[src/rtl/alu_seq_ctrl.sv]
// Multi-cycle ALU sequencer: single-pass ADD/PASS, shift-add MUL, restoring DIV.
// Optional ALU_SEQ_DIVZERO_TRAP_EN: DIV by zero completes in one cycle and raises div_zero.
module alu_seq_ctrl #(
    parameter int WIDTH = 16
) (
    input  logic             clk,
    input  logic             rst_n,
    input  logic             start,
    output logic             in_ready,
    input  logic [1:0]       alu_control,
    input  logic             flag_update,
    input  logic             reg_write_in,
    input  logic [3:0]       rd_in,
    input  logic [WIDTH-1:0] op_a,
    input  logic [WIDTH-1:0] op_b,
    output logic [WIDTH-1:0] result,
    output logic [3:0]       rd_out,
    output logic             result_valid,
    output logic             reg_write_out,
    output logic [3:0]       flags,
    output logic             flag_we,
    output logic             busy,
    output logic             div_zero
);
    localparam int CW = $clog2(WIDTH);

    typedef enum logic [1:0] {S_IDLE, S_MUL, S_DIV, S_DONE} state_t;

    state_t             state_q;
    logic [CW-1:0]      cnt_q;
    logic [WIDTH-1:0]   a_q, b_q;
    logic [2*WIDTH-1:0] work_q;
    logic [3:0]         rd_q;
    logic               rw_q, fu_q;

    logic [WIDTH-1:0]   result_q;
    logic [3:0]         flags_q, rd_out_q;
    logic               rv_q, rwo_q, fwe_q, dz_q;

    logic               accept, dz_trap;
    logic               fin_d, c_d, v_d, rw_d, fu_d, dz_d;
    logic [WIDTH-1:0]   res_d;
    logic [3:0]         rd_d;

    `ifdef ALU_SEQ_DIVZERO_TRAP_EN
    assign dz_trap = (op_b == '0);
    `else
    assign dz_trap = 1'b0;
    `endif

    assign in_ready = (state_q == S_IDLE) || (state_q == S_DONE);
    assign busy     = (state_q == S_MUL) || (state_q == S_DIV);
    assign accept   = start && in_ready;

    // MUL: work_q = {partial product, remaining multiplier bits}, shifted right each step
    logic [WIDTH:0]     mul_sum;
    logic [2*WIDTH-1:0] mul_next;
    assign mul_sum  = {1'b0, work_q[2*WIDTH-1:WIDTH]} + (work_q[0] ? {1'b0, a_q} : '0);
    assign mul_next = {mul_sum, work_q[WIDTH-1:1]};

    // DIV: work_q = {partial remainder, dividend/quotient}, shifted left each step
    logic [WIDTH:0]     div_rsh, div_trial;
    logic               div_ge;
    logic [2*WIDTH-1:0] div_next;
    assign div_rsh   = {work_q[2*WIDTH-1:WIDTH], work_q[WIDTH-1]};
    assign div_trial = div_rsh - {1'b0, b_q};
    assign div_ge    = ~div_trial[WIDTH];
    assign div_next  = {div_ge ? div_trial[WIDTH-1:0] : div_rsh[WIDTH-1:0],
                        work_q[WIDTH-2:0], div_ge};

    logic [WIDTH:0] add_sum;
    assign add_sum = {1'b0, op_a} + {1'b0, op_b};

    function automatic logic [3:0] nzcv(input logic [WIDTH-1:0] r, input logic c, input logic v);
        return {r[WIDTH-1], (r == '0), c, v};
    endfunction

    // Completion decode: which operation finishes on this edge and with what.
    always_comb begin
        fin_d = 1'b0;
        res_d = '0;
        c_d   = 1'b0;
        v_d   = 1'b0;
        rd_d  = rd_q;
        rw_d  = rw_q;
        fu_d  = fu_q;
        dz_d  = 1'b0;
        case (state_q)
            S_MUL: if (cnt_q == '0) begin
                fin_d = 1'b1;
                res_d = mul_next[WIDTH-1:0];
                c_d   = |mul_next[2*WIDTH-1:WIDTH];
                v_d   = c_d;
            end
            S_DIV: if (cnt_q == '0) begin
                fin_d = 1'b1;
                res_d = div_next[WIDTH-1:0];
            end
            default: if (accept) begin
                rd_d = rd_in;
                rw_d = reg_write_in;
                fu_d = flag_update;
                case (alu_control)
                    2'b00: begin
                        fin_d = 1'b1;
                        res_d = add_sum[WIDTH-1:0];
                        c_d   = add_sum[WIDTH];
                        v_d   = (op_a[WIDTH-1] == op_b[WIDTH-1]) &&
                                (add_sum[WIDTH-1] != op_a[WIDTH-1]);
                    end
                    2'b11: begin
                        fin_d = 1'b1;
                        res_d = op_b;
                    end
                    2'b10: if (dz_trap) begin
                        fin_d = 1'b1;
                        res_d = '1;
                        dz_d  = 1'b1;
                        rw_d  = 1'b0;
                    end
                    default: ;
                endcase
            end
        endcase
    end

    always_ff @(posedge clk or negedge rst_n) begin
        if (!rst_n) begin
            state_q  <= S_IDLE;
            cnt_q    <= '0;
            a_q      <= '0;
            b_q      <= '0;
            work_q   <= '0;
            rd_q     <= '0;
            rw_q     <= 1'b0;
            fu_q     <= 1'b0;
            result_q <= '0;
            flags_q  <= '0;
            rd_out_q <= '0;
            rv_q     <= 1'b0;
            rwo_q    <= 1'b0;
            fwe_q    <= 1'b0;
            dz_q     <= 1'b0;
        end else begin
            rv_q  <= fin_d;
            rwo_q <= fin_d & rw_d;
            fwe_q <= fin_d & fu_d;
            if (fin_d) begin
                result_q <= res_d;
                flags_q  <= nzcv(res_d, c_d, v_d);
                rd_out_q <= rd_d;
                dz_q     <= dz_d;
            end
            case (state_q)
                S_MUL, S_DIV: begin
                    work_q <= (state_q == S_MUL) ? mul_next : div_next;
                    if (cnt_q == '0) state_q <= S_DONE;
                    else             cnt_q   <= cnt_q - 1'b1;
                end
                default: if (accept) begin
                    a_q  <= op_a;
                    b_q  <= op_b;
                    rd_q <= rd_in;
                    rw_q <= reg_write_in;
                    fu_q <= flag_update;
                    case (alu_control)
                        2'b01: begin
                            state_q <= S_MUL;
                            cnt_q   <= CW'(WIDTH - 1);
                            work_q  <= {{WIDTH{1'b0}}, op_b};
                        end
                        2'b10: if (dz_trap) begin
                            state_q <= S_DONE;
                        end else begin
                            state_q <= S_DIV;
                            cnt_q   <= CW'(WIDTH - 1);
                            work_q  <= {{WIDTH{1'b0}}, op_a};
                        end
                        default: state_q <= S_DONE;
                    endcase
                end else begin
                    state_q <= S_IDLE;
                end
            endcase
        end
    end

    assign result        = result_q;
    assign flags         = flags_q;
    assign rd_out        = rd_out_q;
    assign result_valid  = rv_q;
    assign reg_write_out = rwo_q;
    assign flag_we       = fwe_q;
    assign div_zero      = dz_q;
endmodule

[config.mk]
export PLATFORM = sky130hd
export DESIGN_NAME = alu_seq_ctrl
export DESIGN_NICKNAME = d
export VERILOG_FILES = /design/src/rtl/alu_seq_ctrl.sv
export SDC_FILE = /design/constraint.sdc
export NUM_CORES = 1
export LEC_CHECK = 0
export BUFFER_PORTS_ARGS = -buffer_cell sky130_fd_sc_hd__buf_2
export CORE_MARGIN = 5
export CORE_UTILIZATION = 45
export CTS_CLUSTER_DIAMETER = 200
export DETAILED_ROUTE_END_ITERATION = 8
export GPL_ROUTABILITY_DRIVEN = 0
export SYNTH_ARGS = -nofsm -noshare
export SYNTH_HDL_FRONTEND = slang
export SYNTH_SLANG_ARGS = --single-unit
[constraint.sdc]
create_clock -name clk -period 3.8 [get_ports clk]
set_input_delay 0.38 -clock clk [delete_from_list [all_inputs] [get_ports clk]]
set_output_delay 0.38 -clock clk [all_outputs]
set_load 0.1 [all_outputs]
After elaboration in Yosys (flattened, before gate mapping)
Index checks and enable logic that the tools add are counted.
{"block": "op_classes", "n_addsub": 4, "eq_ne": 10, "mux": 36, "n_bitwise": 4, "reduce_logical": 18}
{"operator": "2-to-1 mux 32 bit", "count": 3}
{"operator": "2-to-1 mux 16 bit", "count": 5}
{"operator": "case mux 16 bit (2 select lines)", "count": 2}
{"operator": "case mux 32 bit (2 select lines)", "count": 1}
{"operator": "adder 16 x 16 -> 17 bit", "count": 2}
{"operator": "2-to-1 mux 4 bit", "count": 6}
{"operator": "subtractor 17 x 16 -> 17 bit", "count": 1}
{"operator": "zero test 16 bit", "count": 1}
{"operator": "OR reduction 16 bit", "count": 1}
{"operator": "2-to-1 mux 1 bit", "count": 13}
{"operator": "== test 2 bit (second input constant)", "count": 4}
{"operator": "2-to-1 mux 2 bit", "count": 3}
{"operator": "OR reduction 2 bit", "count": 3}
{"operator": "== test 2 x 1 -> 1 bit (second input constant)", "count": 2}
{"operator": "zero test 2 bit", "count": 2}
{"operator": "zero test 4 bit", "count": 1}
{"operator": "case mux 1 bit (2 select lines)", "count": 2}
{"operator": "case mux 2 bit (2 select lines)", "count": 1}
{"operator": "AND reduction 2 bit", "count": 2}
{"operator": "nonzero test 2 bit", "count": 2}
{"operator": "subtractor 4 x 1 -> 4 bit (second input constant)", "count": 1}
{"operator": "AND reduction 3 bit", "count": 1}
{"operator": "nonzero test 3 bit", "count": 1}
{"operator": "AND 1 bit", "count": 2}
{"operator": "7 further kinds", "count": 10}
{"block": "totals", "ff_bits": 103, "inputBits": 43, "output_inout_bits": 30, "elab_cells": 86}

Depth between registers and ports, before layout
Gate-level depths: netlist (run 1).
{"block": "logic_depth", "ltp_word": 6, "mapped_depth": 14, "depth_no_buf": 12}

Worst setup path after synthesis (run 1)
Ideal clock, no wire load.
{"block": "synth_path", "path_kind": "register to register", "startpoint": "register state_q[0]", "endpoint": "register flags_q[2], in the netlist flags[2]", "setup_ns": 0.071, "arrival_time_ns": 3.179, "required_time_ns": 3.729, "slack_ns": 0.550, "stages_incl_launch_ff": 12, "n_path_buf": 0, "period_less_slack_ns": 3.250, "cell_sequence": "dfrtp_1 > inv_1 > ha_1 > nand2_1 > nor2_1 > nor2_1 > clkinv_1 > nand3_1 > or4_1 > nor4_1 > and4_1 > a32o_1"}
{"block": "synth_between", "elab_cells_between_ends": 12, "classes_between": "eq/ne (3); mux (4); reduce/logical (5)"}
{"item": "from (decl)", "line_no": "29", "text": "state_t state_q;"}
{"item": "from (signal assigned)", "line_no": "129", "text": "state_q <= S_IDLE;"}
{"item": "from (signal assigned)", "line_no": "157", "text": "if (cnt_q == '0) state_q <= S_DONE;"}
{"item": "from (signal assigned)", "line_no": "168", "text": "state_q <= S_MUL;"}
{"item": "== test 2 bit or zero test 2 bit (tied branches)", "line_no": "51", "text": "assign in_ready = (state_q == S_IDLE) || (state_q == S_DONE);"}
{"item": "logical OR 1 bit (*)", "line_no": "51"}
{"item": "via in_ready", "line_no": "9", "text": "output logic in_ready,"}
{"item": "logical AND 1 bit (*)", "line_no": "53", "text": "assign accept = start && in_ready;"}
{"item": "2-to-1 mux 1 bit (*)", "line_no": "99", "text": "default: if (accept) begin"}
{"item": "2-to-1 mux 1 bit (*)"}
{"item": "via fin_d", "line_no": "41", "text": "logic fin_d, c_d, v_d, rw_d, fu_d, dz_d;"}
{"item": "to (signal assigned)", "line_no": "150", "text": "flags_q <= nzcv(res_d, c_d, v_d);"}
{"item": "to (decl)", "line_no": "37", "text": "logic [3:0] flags_q, rd_out_q;"}
Mark *: on every way through the listed nets, which the timed path passes. The rest lies on a longest branch.
A chain may end at the register's enable or synchronous reset.

Worst setup path after layout (run 1)
{"block": "layout_path", "startpoint": "register work_q[15]", "endpoint": "register work_q[16]"}
{"block": "layout_between", "elab_chain_len": 4}
{"item": "from (decl)", "line_no": "32", "text": "logic [2*WIDTH-1:0] work_q;"}
{"item": "from (signal assigned)", "line_no": "156", "text": "work_q <= (state_q == S_MUL) ? mul_next : div_next;"}
{"item": "from (signal assigned)", "line_no": "170", "text": "work_q <= {{WIDTH{1'b0}}, op_b};"}
{"item": "from (signal assigned)", "line_no": "177", "text": "work_q <= {{WIDTH{1'b0}}, op_a};"}
{"item": "subtractor 17 x 16 -> 17 bit", "line_no": "66", "text": "assign div_trial = div_rsh - {1'b0, b_q};"}
{"item": "2-to-1 mux 16 bit (*)", "line_no": "68", "text": "assign div_next = {div_ge ? div_trial[WIDTH-1:0] : div_rsh[WIDTH-1:0],"}
{"item": "2-to-1 mux 32 bit (*)", "line_no": "156"}
{"item": "2-to-1 mux 32 bit (*)", "line_no": "154", "text": "case (state_q)"}
Mark *: on every way between the ends. The rest lies on a longest branch, timed or not.

==> results of run 1 <==
worst max-delay path by stage:
stage,endpoint,slack [ns],startpoint
3_5_place_dp,work_q[16]$_DFFE_PN0P_,0.41,work_q[15]$_DFFE_PN0P_
4_1_cts,work_q[16]$_DFFE_PN0P_,0.39,work_q[15]$_DFFE_PN0P_
5_1_grt,work_q[24]$_DFFE_PN0P_,0.12,work_q[15]$_DFFE_PN0P_
3_3_place_gp,work_q[16]$_DFFE_PN0P_,0.48,work_q[15]$_DFFE_PN0P_
6_report,work_q[16]$_DFFE_PN0P_,0.39,work_q[15]$_DFFE_PN0P_
2_1_floorplan,flags[2]$_DFFE_PN0P_,0.55,state_q[0]$_DFFE_PN0P_
layout make-up:
type                    instances  area, um^2
clock buffers                  12       256.5
repair buffers                 84       455.4
multi-input cells             600        4577
flip-flops and latches        102        2552
fillers                      1532        8059
inverters                      47       176.4
well taps                     220       275.3
clock inverters                 4       55.05
synthesized netlist by cell type (5+ instances only):
master / number
a22o_1: 5
and2_1: 19
a21o_1: 20
inv_1: 45
xor2_1: 13
ha_1: 56
clkbuf_1: 26
nor2_1: 37
and3_1: 6
mux2_2: 50
xnor2_1: 22
nand2_1: 63
nor2b_1: 6
or3_1: 5
o22ai_1: 16
a211o_1: 5
a211oi_1: 5
o21a_1: 7
o211ai_1: 8
o21bai_1: 5
nand3_1: 7
o21ai_0: 37
dfrtp_1: 102
a31oi_1: 12
a22oi_1: 10
o221ai_1: 15
a21oi_1: 57
mux2i_1: 31
nor3_1: 14
per-stage QoR:
stage	util (%)	total power, mW	cells	setup slack (ns)
5_1_grt	50.88	9.014	1069	0.1226
4_1_cts	50.88	8.409	1069	0.3942
3_5_place_dp	48.98	7.385	1053	0.4089
2_1_floorplan	-	6.293	786	0.5503
6_report	50.88	8.403	1069	0.3928
3_3_place_gp	48.98	7.256	1053	0.4776
flip-flops by register name, indices dropped and copies added, names as in the netlist:
name / cells
work_q: 32
a_q: 16
b_q: 16
result: 16
cnt_q: 4
rd_out: 4
rd_q: 4
flags: 3
state_q: 2
flag_we: 1
fu_q: 1
reg_write_out: 1
result_valid: 1
rw_q: 1
power by group:
part           switching, mW  internal [mW]
registers              0.382           1.61
clock network          0.436          0.551
logic                   3.44           1.99
routing by layer:
metal | part of all wire (%) | GRT usage (%) | vias up | wire length [um]
met5 | 0 | 0 | - | 0
met2 | 47 | 35.25 | 207 | 9593
li1 | - | - | 3019 | -
met4 | 1.5 | 4.892 | 0 | 309
met3 | 4.9 | 2.966 | 24 | 1007
met1 | 47 | 29.95 | 3089 | 9597
kinds of logic (layout without fill, tap and decap cells):
logic type,Yosys count,in the layout,synth area share [%]
muxes,82,82,11.92
buffers and inverters,84,147,4.498
xor gates and xnor gates,35,35,4.112
AOI/OAI and AO/OA,244,244,23.09
and+or+nand+nor,179,179,11.88
DFF,102,102,34.24
adders and majority gates,59,59,10.20
other,1,1,0.05030
placed cells by master, fill, tap and decap left out, types with 15 or more instances in the layout:
cell type | synthesis | final
inv_1 | 45 | 45
o22ai_1 | 16 | 16
ha_1 | 56 | 56
and2_1 | 19 | 19
buf_2 | 4 | 70
mux2_2 | 50 | 50
o221ai_1 | 15 | 15
nand2_1 | 63 | 62
a21oi_1 | 57 | 57
xnor2_1 | 22 | 21
dfrtp_1 | 102 | 102
a21o_1 | 20 | 20
mux2i_1 | 31 | 31
o21ai_0 | 37 | 37
nor2_1 | 37 | 37
critical path: cells and delay by family (launching register included):
| kind | cells | cell delay (ns) |
|---|---|---|
| AOI/OAI and AO/OA | 6 | 1.34 |
| DFF | 1 | 0.41 |
| adders and majority gates | 2 | 0.57 |
| muxes | 1 | 0.33 |
| buffers and inverters | 3 | 0.46 |
| xor gates and xnor gates | 1 | 0.18 |
==> key figures, run 1 <==
Status
  • Run status: finished, final reports clean

CTS
  • Clk sinks: 102
  • Clk pin slew, worst setup/hold paths: 0.08 ns
  • Post-CTS Setup Repair Bufs: 0
  • Clock buffer depth: 2
  • H-tree level count: 3
  • CTS Buf Count: 9
  • Clock insertion delay at the later pin of the skew report: 0.35 ns
  • CTS Hold Bufs: 0
  • Resize count post-CTS: 0
  • Root Buffer: clkbuf_16
  • CTS tree: done

Logic synthesis
  • Cell type with the largest total area after synthesis: dfrtp_1
  • Post-synthesis sequential area ratio: 34.24%
  • Synthesized area per cell: 9.484 um^2
  • Asr flop ratio synth: 100.0%
  • Post-synthesis cell count: 786
  • Synth area leaders: dfrtp_1, ha_1, mux2_2
  • Top cell type's share of synthesized area: 34.24%
  • Yosys warns: 0
  • EDFF count, synth: 0
  • Syn_nets: 888
  • Cell Area, Synth: 0.007455 mm^2
  • Synth Register Bits: 102
  • Most used DFF post-synth: dfrtp_1
  • Synth cell types: 74

Detailed routing
  • Number of remaining DRC errors: 0
  • Routed Wire Length: 20.51 mm
  • DR vias: 6339
  • Initial DRC count: 479
  • DRT Pass-1 Iters: 5
  • WL/cell: 19.18 um
  • Via/cell ratio: 5.930
  • Final ANT Viol Nets: 0

Timing
  • Slew of the pin with the lowest slew margin: 1.120 ns
  • Worst slew margin: 25.09%
  • Final Hold Fails: 0
  • Hold WS: 0.1569 ns
  • Final Max Tran Viols: 0
  • Post-route minimum period: 3.407 ns
  • Max Clock Skew: 0.01078 ns
  • RSZ-0062 raised after global routing: no
  • Max Clock Freq: 0.2935 GHz
  • Post-route clock period utilization: 89.66%
  • Total Neg Setup Slack: 0 ns
  • Finish-stage setup viols: 0

Floorplan
  • Chip height: 138.7 um
  • IO Count: 73
  • Core Region: 0.01641 mm^2
  • Die area: 0.01924 mm^2
  • Die W: 138.7 um
  • Initial Util: 45.44%
  • Std cell rows: 47

Setup path
  • Worst R2R Start: work_q[15]$_DFFE_PN0P_
  • Worst path max stage delay: 0.41 ns
  • Slowest CP cell: dfrtp_1
  • Max FO, Critical Path: 16
  • Most Frequent Cell on Critical Path: inv_1
  • End of the worst register-to-register path: work_q[16]$_DFFE_PN0P_
  • FF-to-FF path depth: 13
  • CP cell instances: inv_1 > ha_1 > inv_1 > fa_1 > a211oi_1 > o21ai_1 > a2111oi_4 > o31ai_1 > a21oi_2 > xnor2_2 > buf_4 > mux2_4 > o221ai_2
  • Startpoint Class: flop
  • CP Capture Type: flop
  • Worst endpoint required time: 4.06 ns
  • Worst R2R Setup Slack: 0.39 ns
  • Critical path type: reg -> reg
  • Worst Path Arrival: 3.67 ns

Placement
  • Placed wire-length estimate: 15.64 mm
  • Dpl cell area: 0.008036 mm^2
  • I/O Buffers: 71

Global route
  • First-pass GRT wire length: 34.11 mm
  • GRT Util Overall: 21.34%
  • Number of global-route vias before repair: 6454
  • Total grt overflow: 0
  • Largest net degree at the start of global routing: 72
  • Initial antenna violation count: 0

Power
  • Static leakage: 3.883 nW
  • PwrDens: 1007 mW/mm^2
  • Peak VDD IR: 0.7021 mV

Job
  • Maxcap violations: 0

Worst hold path
  • Worst min path class: in -> async

Final layout
  • Ant diodes: 0
  • Total Nets Final: 946
  • Fraction of layout cells with a size suffix above 1: 20.26%
  • Layout area overhead: 11.98%
  • Post-route cell area: 0.008348 mm^2
(Power assumes the default switching activity.)
==> inputs of run 2 (changes only) <==
==> constraint.sdc (replaced) <==
create_clock -name clk -period 3.57 [get_ports clk]
set_input_delay 0.357 -clock clk [delete_from_list [all_inputs] [get_ports clk]]
set_output_delay 0.357 -clock clk [all_outputs]
set_load 0.1 [all_outputs]
==> run 2 against run 1 <==
Against the previous run: register-to-register slack got worse by 0.14 ns; sequential share of layout area decreased by 0.13 points; utilization increased by 0.21 points; highest routed layer unchanged; flip-flop and latch count unchanged; routed wire length increased by 0.55%; via count decreased by 0.98%.
==> key figures, run 2 (same netlist as run 1, synthesis figures left out) <==
Timing
  • Hold WS: 0.05373 ns
  • Max Clock Skew: 0.008276 ns
  • Worst slew margin: 28.05%
  • Slew of the pin with the lowest slew margin: 1.075 ns
  • Finish-stage setup viols: 0
  • RSZ-0062 raised after global routing: no
  • Final Max Tran Viols: 0
  • Total Neg Setup Slack: 0 ns
  • Min setup slack post-route: 0.2556 ns
  • Post-route minimum period: 3.314 ns
  • Max Clock Freq: 0.3017 GHz
  • Post-route clock period utilization: 92.84%
  • Final Hold Fails: 0

Global route
  • Number of global-route vias before repair: 6512
  • Largest net degree at the start of global routing: 58
  • First-pass GRT wire length: 33.91 mm
  • Initial antenna violation count: 0
  • Total grt overflow: 0
  • GRT Util Overall: 21.64%

Detailed routing
  • DRT Pass-1 Iters: 5
  • WL/cell: 19.25 um
  • Final ANT Viol Nets: 0
  • Via/cell ratio: 5.861
  • Initial DRC count: 464
  • Number of remaining DRC errors: 0
  • Routed Wire Length: 20.62 mm
  • DR vias: 6277

CTS
  • H-tree level count: 3
  • Root Buffer: clkbuf_16
  • Clk sinks: 102
  • Clock buffer depth: 2
  • CTS Buf Count: 9
  • CTS tree: done
  • Clk pin slew, worst setup/hold paths: 0.08 ns
  • CTS Hold Bufs: 0
  • Clock insertion delay at the later pin of the skew report: 0.37 ns

Final layout
  • Fraction of layout cells with a size suffix above 1: 20.80%
  • Layout area overhead: 12.45%
  • Ant diodes: 0
  • Layout fillers: 1548
  • Largest register FFs: 32
  • Non-Filler Instances: 1071
  • Most common cell after layout, fill and taps aside: dfrtp_1
  • Leading cell types in the layout, fill and taps excluded: dfrtp_1, buf_2, nand2_1
  • Total Nets Final: 948
  • Largest Register: work_q

Setup path
  • Worst R2R Setup Slack: 0.26 ns
  • CP Capture Type: flop
  • Startpoint Class: flop
  • Worst Path Arrival: 3.60 ns
  • Worst endpoint required time: 3.85 ns
  • Max FO, Critical Path: 16
  • Critical path type: reg -> reg

Placement
  • Placed wire-length estimate: 16.21 mm
  • Placed insts: 1055
  • I/O Buffers: 71
  • Pre-CTS setup slack: 0.2669 ns

Floorplan
  • Std cell rows: 47
  • Chip height: 138.7 um
  • Die W: 138.7 um
  • IO Count: 73
  • Die area: 0.01924 mm^2
  • Initial Util: 45.44%
  • Core Region: 0.01641 mm^2

Worst hold path
  • Worst min path class: in -> async

Power
  • Total chip power: 9.009 mW
  • PwrDens: 1075 mW/mm^2
  • Peak VDD IR: 0.7836 mV
  • Static leakage: 3.898 nW

Job
  • Maxcap violations: 0

Status
  • Run status: finished, final reports clean
## run 2: repair_timing
action,CTS,global route
setup endpoints to repair,0,2
setup buffers,0,0
resized for setup,0,2
## run 2: path summary, 6_finish.rpt
path / from / endpoint / cells past startpoint
worst max-delay path: work_q[15]$_DFFE_PN0P_ / work_q[16]$_DFFE_PN0P_ / 13
worst min-delay path: rst_n / result[14]$_DFFE_PN0P_ / 1
worst max register to register: work_q[15]$_DFFE_PN0P_ / work_q[16]$_DFFE_PN0P_ / 13
worst min register to register: result[9]$_DFFE_PN0P_ / result[9]$_DFFE_PN0P_ / 2
max in group asynchronous: rst_n / rw_q$_DFF_PN0_ / 2
min in group clk: flag_update / fu_q$_DFF_PN0_ / 2
## run 2: cell type report
class	count	area, um^2	share of cell area [%]
Clock inverter	7	83.83	1.000
Multi-Input combinational cell	600	4587	54.72
Clock buffer	9	225.2	2.687
Inverter	47	176.4	2.104
Tap cell	220	275.3	3.284
Sequential cell	102	2552	30.45
Timing Repair Buffer	86	483.0	5.761
## run 2: through the flow
stage | utilization, % | cell area [um^2]
after floorplan | - | 7455
after global placement | 49.15 | 8064
after detailed placement | 49.15 | 8064
after CTS | 51.03 | 8373
after global routing | 51.09 | 8383
final | 51.09 | 8383
## run 2: critical path: stages, from the launching register on
cell	delay [ns]
dfrtp_1	0.39
inv_1	0.09
ha_1	0.16
inv_1	0.06
fa_1	0.41
a211oi_1	0.31
o21ai_1	0.23
a2111oi_4	0.36
o31ai_1	0.13
a21oi_2	0.19
xnor2_2	0.21
buf_12	0.22
mux2_4	0.31
o221ai_2	0.15
## run 2: per-layer routing
layer  up-vias  part of all wire, %  track usage [%]
met5         -                    0                0
met4         0                  1.5            5.098
met3        23                  5.0            4.034
met2       168                   47            36.18
met1      3053                   46            29.30
li1       3033                    -                -
## run 2: power by group
part / internal (mW) / switching [mW] / leakage (nW) / total, mW
registers: 1.71 / 0.426 / 1.23 / 2.14
logic: 2.16 / 3.67 / 2.52 / 5.83
clock network: 0.554 / 0.485 / 0.148 / 1.04
